===== config.mk =====
export PLATFORM = sky130hd
export DESIGN_NAME = uart_tx_serializer
export DESIGN_NICKNAME = d
export VERILOG_FILES = /design/src/rtl/uart_tx_serializer.sv
export SDC_FILE = /design/constraint.sdc
export NUM_CORES = 1
export LEC_CHECK = 0
export ABC_CLOCK_PERIOD_IN_PS = 5200
export CORE_ASPECT_RATIO = 2
export CORE_MARGIN = 10
export CORE_UTILIZATION = 55
export CTS_CLUSTER_DIAMETER = 80
export DETAILED_ROUTE_END_ITERATION = 10
export GPL_TIMING_DRIVEN = 0
export PLACE_DENSITY_LB_ADDON = 0.1
export SLEW_MARGIN = 5
export SYNTH_ARGS = -nofsm -noshare
export SYNTH_HDL_FRONTEND = slang
export SYNTH_SLANG_ARGS = --single-unit

===== constraint.sdc =====
create_clock -name aclk -period 5.2 [get_ports aclk]
set_input_delay 1.3 -clock aclk [delete_from_list [all_inputs] [get_ports aclk]]
set_output_delay 1.3 -clock aclk [all_outputs]
set_load 0.05 [all_outputs]

===== src/rtl/uart_tx_serializer.sv =====
// UART transmit serializer: accepts words over AXI-Stream and shifts them out as
// start / data (LSB first) / optional parity / stop bits at a runtime-programmable rate.
module uart_tx_serializer #(
  parameter int unsigned DATA_WIDTH     = 8,
  parameter int unsigned PARITY         = 0,
  parameter int unsigned STOP_BITS      = 1,
  parameter int unsigned PRESCALE_WIDTH = 16
) (
  input  logic                      aclk,
  input  logic                      aresetn,
  input  logic [PRESCALE_WIDTH-1:0] prescale,
  input  logic [DATA_WIDTH-1:0]     s_axis_tdata,
  input  logic                      s_axis_tvalid,
  output logic                      s_axis_tready,
  output logic                      txd,
  output logic                      busy
);

  typedef enum logic [2:0] {StIdle, StStart, StData, StParity, StStop} state_e;

  localparam logic [3:0] LastData = 4'(DATA_WIDTH - 1);
  localparam logic [3:0] LastStop = 4'(STOP_BITS - 1);

  state_e                    r_state, w_state_d;
  logic [DATA_WIDTH-1:0]     r_shift, w_shift_d;
  logic [PRESCALE_WIDTH-1:0] r_period, w_period_d;
  logic [PRESCALE_WIDTH-1:0] r_cnt, w_cnt_d;
  logic [3:0]                r_bit, w_bit_d;
  logic                      r_parity, w_parity_d;
  logic                      r_txd, w_txd_d;
  logic                      r_tready, w_tready_d;
  logic                      r_busy, w_busy_d;
  logic                      w_advance;
  logic                      w_par_calc;

  assign w_advance  = (r_cnt == '0);
  assign w_par_calc = (PARITY == 1) ? ~^s_axis_tdata : ^s_axis_tdata;

  always_ff @(posedge aclk or negedge aresetn) begin
    if (!aresetn) begin
      r_state  <= StIdle;
      r_shift  <= '0;
      r_period <= '0;
      r_cnt    <= '0;
      r_bit    <= '0;
      r_parity <= 1'b0;
      r_txd    <= 1'b1;
      r_tready <= 1'b0;
      r_busy   <= 1'b0;
    end else begin
      r_state  <= w_state_d;
      r_shift  <= w_shift_d;
      r_period <= w_period_d;
      r_cnt    <= w_cnt_d;
      r_bit    <= w_bit_d;
      r_parity <= w_parity_d;
      r_txd    <= w_txd_d;
      r_tready <= w_tready_d;
      r_busy   <= w_busy_d;
    end
  end

  always_comb begin
    w_state_d  = r_state;
    w_shift_d  = r_shift;
    w_period_d = r_period;
    w_cnt_d    = r_cnt;
    w_bit_d    = r_bit;
    w_parity_d = r_parity;
    w_txd_d    = r_txd;
    w_tready_d = r_tready;
    w_busy_d   = r_busy;

    // Bit-period down-counter; reloads from the prescale latched at handshake.
    if (r_state != StIdle) begin
      w_cnt_d = w_advance ? r_period : r_cnt - 1'b1;
    end

    unique case (r_state)
      StIdle: begin
        w_txd_d    = 1'b1;
        w_tready_d = 1'b1;
        w_busy_d   = 1'b0;
        if (s_axis_tvalid && r_tready) begin
          w_state_d  = StStart;
          w_shift_d  = s_axis_tdata;
          w_period_d = prescale;
          w_cnt_d    = prescale;
          w_parity_d = w_par_calc;
          w_bit_d    = '0;
          w_txd_d    = 1'b0;
          w_tready_d = 1'b0;
          w_busy_d   = 1'b1;
        end
      end
      StStart: begin
        if (w_advance) begin
          w_state_d = StData;
          w_bit_d   = '0;
          w_txd_d   = r_shift[0];
        end
      end
      StData: begin
        if (w_advance) begin
          w_shift_d = r_shift >> 1;
          if (r_bit == LastData) begin
            w_bit_d = '0;
            if (PARITY != 0) begin
              w_state_d = StParity;
              w_txd_d   = r_parity;
            end else begin
              w_state_d = StStop;
              w_txd_d   = 1'b1;
            end
          end else begin
            w_bit_d = r_bit + 1'b1;
            w_txd_d = r_shift[1];
          end
        end
      end
      StParity: begin
        if (w_advance) begin
          w_state_d = StStop;
          w_bit_d   = '0;
          w_txd_d   = 1'b1;
        end
      end
      StStop: begin
        if (w_advance) begin
          if (r_bit == LastStop) begin
            w_state_d  = StIdle;
            w_bit_d    = '0;
            w_txd_d    = 1'b1;
            w_tready_d = 1'b1;
            w_busy_d   = 1'b0;
          end else begin
            w_bit_d = r_bit + 1'b1;
          end
        end
      end
      default: begin
        w_state_d = StIdle;
      end
    endcase
  end

  assign txd           = r_txd;
  assign s_axis_tready = r_tready;
  assign busy          = r_busy;

endmodule


Yosys cells after proc, flatten, opt, wreduce, memory -nomap -nowiden --
Cells that the tools add are included.
Operators by class: add/subtract/negate cells 2, multiply operators 0, divide/modulo/power cells 0, magnitude comparators 0, eq/ne operators 13, shift-type cells 0, multiplexer cells 35, bitwise operators 0, reductions and logical operators 16
Operators with widths (count):
- 2-to-1 mux 16 bit | 4
- 2-to-1 mux 4 bit | 6
- 2-to-1 mux 3 bit | 7
- logical NOT 16 bit | 1
- 2-to-1 mux 8 bit | 2
- one-hot mux 4 bit (4 select lines) | 1
- one-hot mux 8 bit (2 select lines) | 1
- subtractor 16 x 1 -> 16 bit (second input constant) | 1
- one-hot mux 3 bit (5 select lines) | 1
- inequality test 2 bit (second input constant) | 7
- 2-to-1 mux 1 bit | 10
- AND reduction 7 bit | 1
- == test 3 x 2 -> 1 bit (second input constant) | 2
- AND reduction 3 bit | 2
- AND reduction 6 bit | 1
- one-hot mux 1 bit (5 select lines) | 1
- AND reduction 5 bit | 1
- nonzero test 5 bit | 1
- adder 4 x 1 -> 4 bit (second input constant) | 1
- == test 4 x 3 -> 1 bit (second input constant) | 1
- logical NOT 4 bit | 1
- one-hot mux 1 bit (2 select lines) | 2
- nonzero test 2 bit | 2
- nonzero test 4 bit | 1
- other kinds (8) | 8
Word-level totals: flip-flop bits (word level) 50, bits in latches 0, memory bits (writable) 0, memory bits (read-only) 0, memories kept 0

Longest topological paths before layout --
depth after elaboration 5, mapped depth 9

Worst setup path after synthesis --
No wires, ideal clock.
path type input -> register, from input s_axis_tvalid, to register r_cnt[12], data arrival time 2.218 ns, required time 5.118 ns, setup slack 2.900 ns, stages on the path 6, path buffers 1, cell sequence nand2_1 > clkbuf_1 > nand2_1 > nand3_1 > o31ai_1 > a31oi_1
Between the ends: cells in the longest elaborated chain, start to end 3
Ends and longest elaborated chain:
- start, declared | line 13 | input logic s_axis_tvalid,
- logical AND 1 bit | line 84 | if (s_axis_tvalid && r_tready) begin
- 2-to-1 mux 16 bit | line 84
- 2-to-1 mux 16 bit | line 79 | unique case (r_state)
- via w_cnt_d[12] | line 27 | logic [PRESCALE_WIDTH-1:0] r_cnt, w_cnt_d;
- end signal, assigned | line 54 | r_cnt <= w_cnt_d;
- end, declared | line 27
The timed path passes the listed nets, and every way through them passes these cells. A chain may end at the register's enable or synchronous reset.

Worst setup path after layout --
from register r_tready, in the netlist s_axis_tready, to output s_axis_tready
RTL lines:
- start, declared | line 31 | logic r_tready, w_tready_d;
- start signal, assigned | line 58 | r_tready <= w_tready_d;
- end, declared | line 14 | output logic s_axis_tready,
No word-level cell between the ends.

==> results.sh <==
export IMPL_synthesis_warnings=0
export IMPL_fin_skew_ns=0.00737
export IMPL_critical_path_slowest_cell="sky130_fd_sc_hd__clkdlybuf4s50_1"
export IMPL_synthesis_to_finish_area_growth_pct=17.2
export IMPL_route_detailed_drc=0
export IMPL_final_period_utilization=0.585
export IMPL_path_class="reg2out"
export IMPL_worstPathMaxFanout=8
export IMPL_avgRoutedWirePerCell_microns=18.4
export IMPL_total_leakage_power_uw=0.00142
export IMPL_finish_net_count=385
export IMPL_start_kind="flip-flop"
export IMPL_hold_buffers=0
export IMPL_grt_pass1_vias=2518
export IMPL_gp_congestion=0.926
export IMPL_async_reset_ff_frac=1.00
export IMPL_synth_ff_type="sky130_fd_sc_hd__dfrtp_1"
export IMPL_timing_setup_tns_ns=0
export IMPL_place_area_sq_um=3190
export IMPL_power_per_cell_area_nw_per_um2=486
export IMPL_p_int_uw=956
export IMPL_num_fill_cells=422
export IMPL_grt_use_met1=0.184
export IMPL_clkPwrFrac=0.176
export IMPL_grt_setup_unrepaired="false"
export IMPL_floorplan_die_area_sq_um=8550
export IMPL_post_route_cells_drive_above_1_share=0.0958
export IMPL_buffer_ports_inserted=29
export IMPL_timing_max_transition_violations_final=0
export IMPL_seq_power_share=0.459
export IMPL_core_area_sq_um=4910
export IMPL_crit_buf_inv=1
export IMPL_cts_sinks=50
export IMPL_cts_root_buffer="sky130_fd_sc_hd__clkbuf_8"
export IMPL_die_height_microns=121
export IMPL_drt_wl_total_microns=7580
export IMPL_yosys_cell_types_count=51
export IMPL_place_hpwl_microns=5580
export IMPL_finalHoldViolations=0
export IMPL_fp_dieW_microns=70.6
export IMPL_grt_util_met3=0.0385
export IMPL_combinational_power_share=0.365
export IMPL_drt_pass1_iter_count=5
export IMPL_cp_top_family="buffers and inverters"
export IMPL_fin_crit_ns=3.04
export IMPL_syn_mean_instance_area_sq_um=8.87
export IMPL_cts_buffer_depth=2
export IMPL_synthesis_nets=348
export IMPL_wire_length_of_the_first_global_routing_pass_microns=12300
export IMPL_antenna_found_initial=0
export IMPL_first_iter_violations=220
export IMPL_critical_path_reg2reg_endpoint="r_cnt[12]"
export IMPL_io_pin_count=30
export IMPL_overall_power_of_the_completed_layout_uw=1600
export IMPL_timing_worst_slew_pin_value_ns=0.816
export IMPL_worst_endpoint_required_ns=3.90
export IMPL_status="completed"
export IMPL_setup_worst_path_end_class="primary output"
export IMPL_start_util=0.573
export IMPL_cts_tree="built"
export IMPL_sw_frac_of_total=0.403
export IMPL_finalNonFillerCells=412
export IMPL_placement_rows=36
export IMPL_clkSlewWorstSetupHoldPaths_ns=0.09
export IMPL_clkLatencyLatePin_ns=0.32
export IMPL_postSynthRegisterBits=50
export IMPL_worst_r2r_start="r_cnt[0]"
export IMPL_sequential_area_share_after_synthesis=0.445
export IMPL_setup_viol=0
export IMPL_final_area_sq_um=3300
export IMPL_viasPerCell=6.10
export IMPL_vdd_drop_max_mv=0.410
export IMPL_critical_path_endpoint="s_axis_tready"
export IMPL_cts_htree_levels=2
export IMPL_global_route_peak_usage_layer="met2"
export IMPL_netlist_instances=317
export IMPL_flop_to_flop_setup_slack_ns=2.61
export IMPL_synthesis_area_sq_um=2810
export IMPL_worstSetupPathDepth=1
export IMPL_cts_buffers_inserted=5
export IMPL_worst_setup_path_startpoint="s_axis_tready"
export IMPL_routed_via_count=2514
export IMPL_cts_setup_buffers=0
export IMPL_timing_slew_headroom=0.452
export IMPL_worstRegToRegCells=9
export IMPL_grt_met2_usage=0.327
export IMPL_drtAntennaViolNets=0
export IMPL_dpl_cell_count=404
export IMPL_critical_path_max_stage_delay_ns=0.87
export IMPL_grt_max_degree=35
export IMPL_maxClockFrequency_mhz=329
export IMPL_final_seq_area_sq_um=1250
export IMPL_critical_path_cell_chain="clkdlybuf4s50_1"
export IMPL_max_cap_violations=0
export IMPL_insertedDiodeCount=0
export IMPL_timing_hold_worst_class="reg2reg"
export IMPL_synth_enable_flop_cells=0
export IMPL_power_net_switching_uw=646
export IMPL_multi_input_comb_area_sq_um=1460
export IMPL_gr_usage_all_layers=0.179
export IMPL_critical_path_arrival_ns=1.74
export IMPL_cts_repair_resized=0
export IMPL_globalRouteOverflowTotal=0
[routing by layer]
| layer | vias to the layer above | share of wire |
|---|---|---|
| li1 | 1210 | - |
| met1 | 1204 | 0.39 |
| met2 | 79 | 0.54 |
| met3 | 21 | 0.042 |
| met4 | 0 | 0.028 |
| met5 | - | 0 |
[per-stage QoR]
stage	setup slack, ns	util	hold WS [ns]
final	2.16	0.671	0.477
after global routing	2.02	0.671	0.507
after CTS	2.14	0.671	0.484
after detailed placement	1.80	0.650	0.461
after global placement	1.35	0.647	0.461
after floorplan	2.90	-	0.440
[power by group through the flow]
stage	Sequential, uW	Clock [uW]	Combinational [uW]
floorplan	728	0	400
global placement	732	0	565
detailed placement	738	0	577
CTS	730	282	585
global route	756	297	657
finish	736	282	584
[cell type report]
type	count	area share
repair buffers	30	0.0926
well taps	57	0.0216
multi-input cells	245	0.442
flip-flops and latches	50	0.380
clock buffers	7	0.0232
inverters	8	0.00911
clock inverters	1	0.00911
plain buffers	14	0.0220
[state kept, by name, summed over array words and instances, names as in the netlist]
signal,flops
busy,1
r_bit,4
r_cnt,16
r_period,16
r_shift,8
r_state,3
s_axis_tready,1
txd,1
[worst min-delay path by stage]
stage                start  slack [ns]           to  depth (start not counted)
6_report       r_period[6]        0.48  r_period[6]                          2
5_1_grt        r_period[4]        0.51  r_period[4]                          2
4_1_cts        r_period[6]        0.48  r_period[6]                          2
3_5_place_dp   r_period[6]        0.46  r_period[6]                          2
3_3_place_gp   r_period[6]        0.46  r_period[6]                          2
2_1_floorplan  r_period[1]        0.44  r_period[1]                          2
[cell usage after synthesis (6+ instances only)]
cell type                  count  share of area
sky130_fd_sc_hd__nor2_1       24          0.032
sky130_fd_sc_hd__o21ai_0      20          0.036
sky130_fd_sc_hd__o22ai_1       7          0.016
sky130_fd_sc_hd__nand3_1      12          0.021
sky130_fd_sc_hd__inv_1         8          0.011
sky130_fd_sc_hd__nand2_1      74          0.099
sky130_fd_sc_hd__a21oi_1      11          0.020
sky130_fd_sc_hd__nor3_1        6          0.011
sky130_fd_sc_hd__clkbuf_1      8          0.011
sky130_fd_sc_hd__dfrtp_1      49           0.44
sky130_fd_sc_hd__mux2i_1       9          0.032
[kinds of logic (layout without fill, tap and decap cells)]
group	after synthesis	in the layout	synth area share
multiplexers	14	14	0.0520
adder cells (fa/ha/maj)	4	4	0.0178
flip-flops	50	50	0.445
buffers and inverters	22	60	0.0365
AND/OR/NAND/NOR	146	146	0.253
AO/OA/AOI/OAI	74	74	0.173
XOR/XNOR	7	7	0.0218
[placed cells by master (no fill, tap or decap), drive strengths merged, types with 7 or more instances in the layout]
cell / synthesis / layout
nand2: 74 / 74
o21ai: 23 / 23
clkdlybuf4s50: 0 / 28
buf: 6 / 8
nor2: 25 / 25
mux2i: 9 / 9
nor3: 7 / 7
a21oi: 11 / 11
nand3: 13 / 13
clkbuf: 8 / 15
inv: 8 / 8
nor4: 7 / 7
dfrtp: 49 / 49
o22ai: 7 / 7
Power figures use the tool's default switching activity.
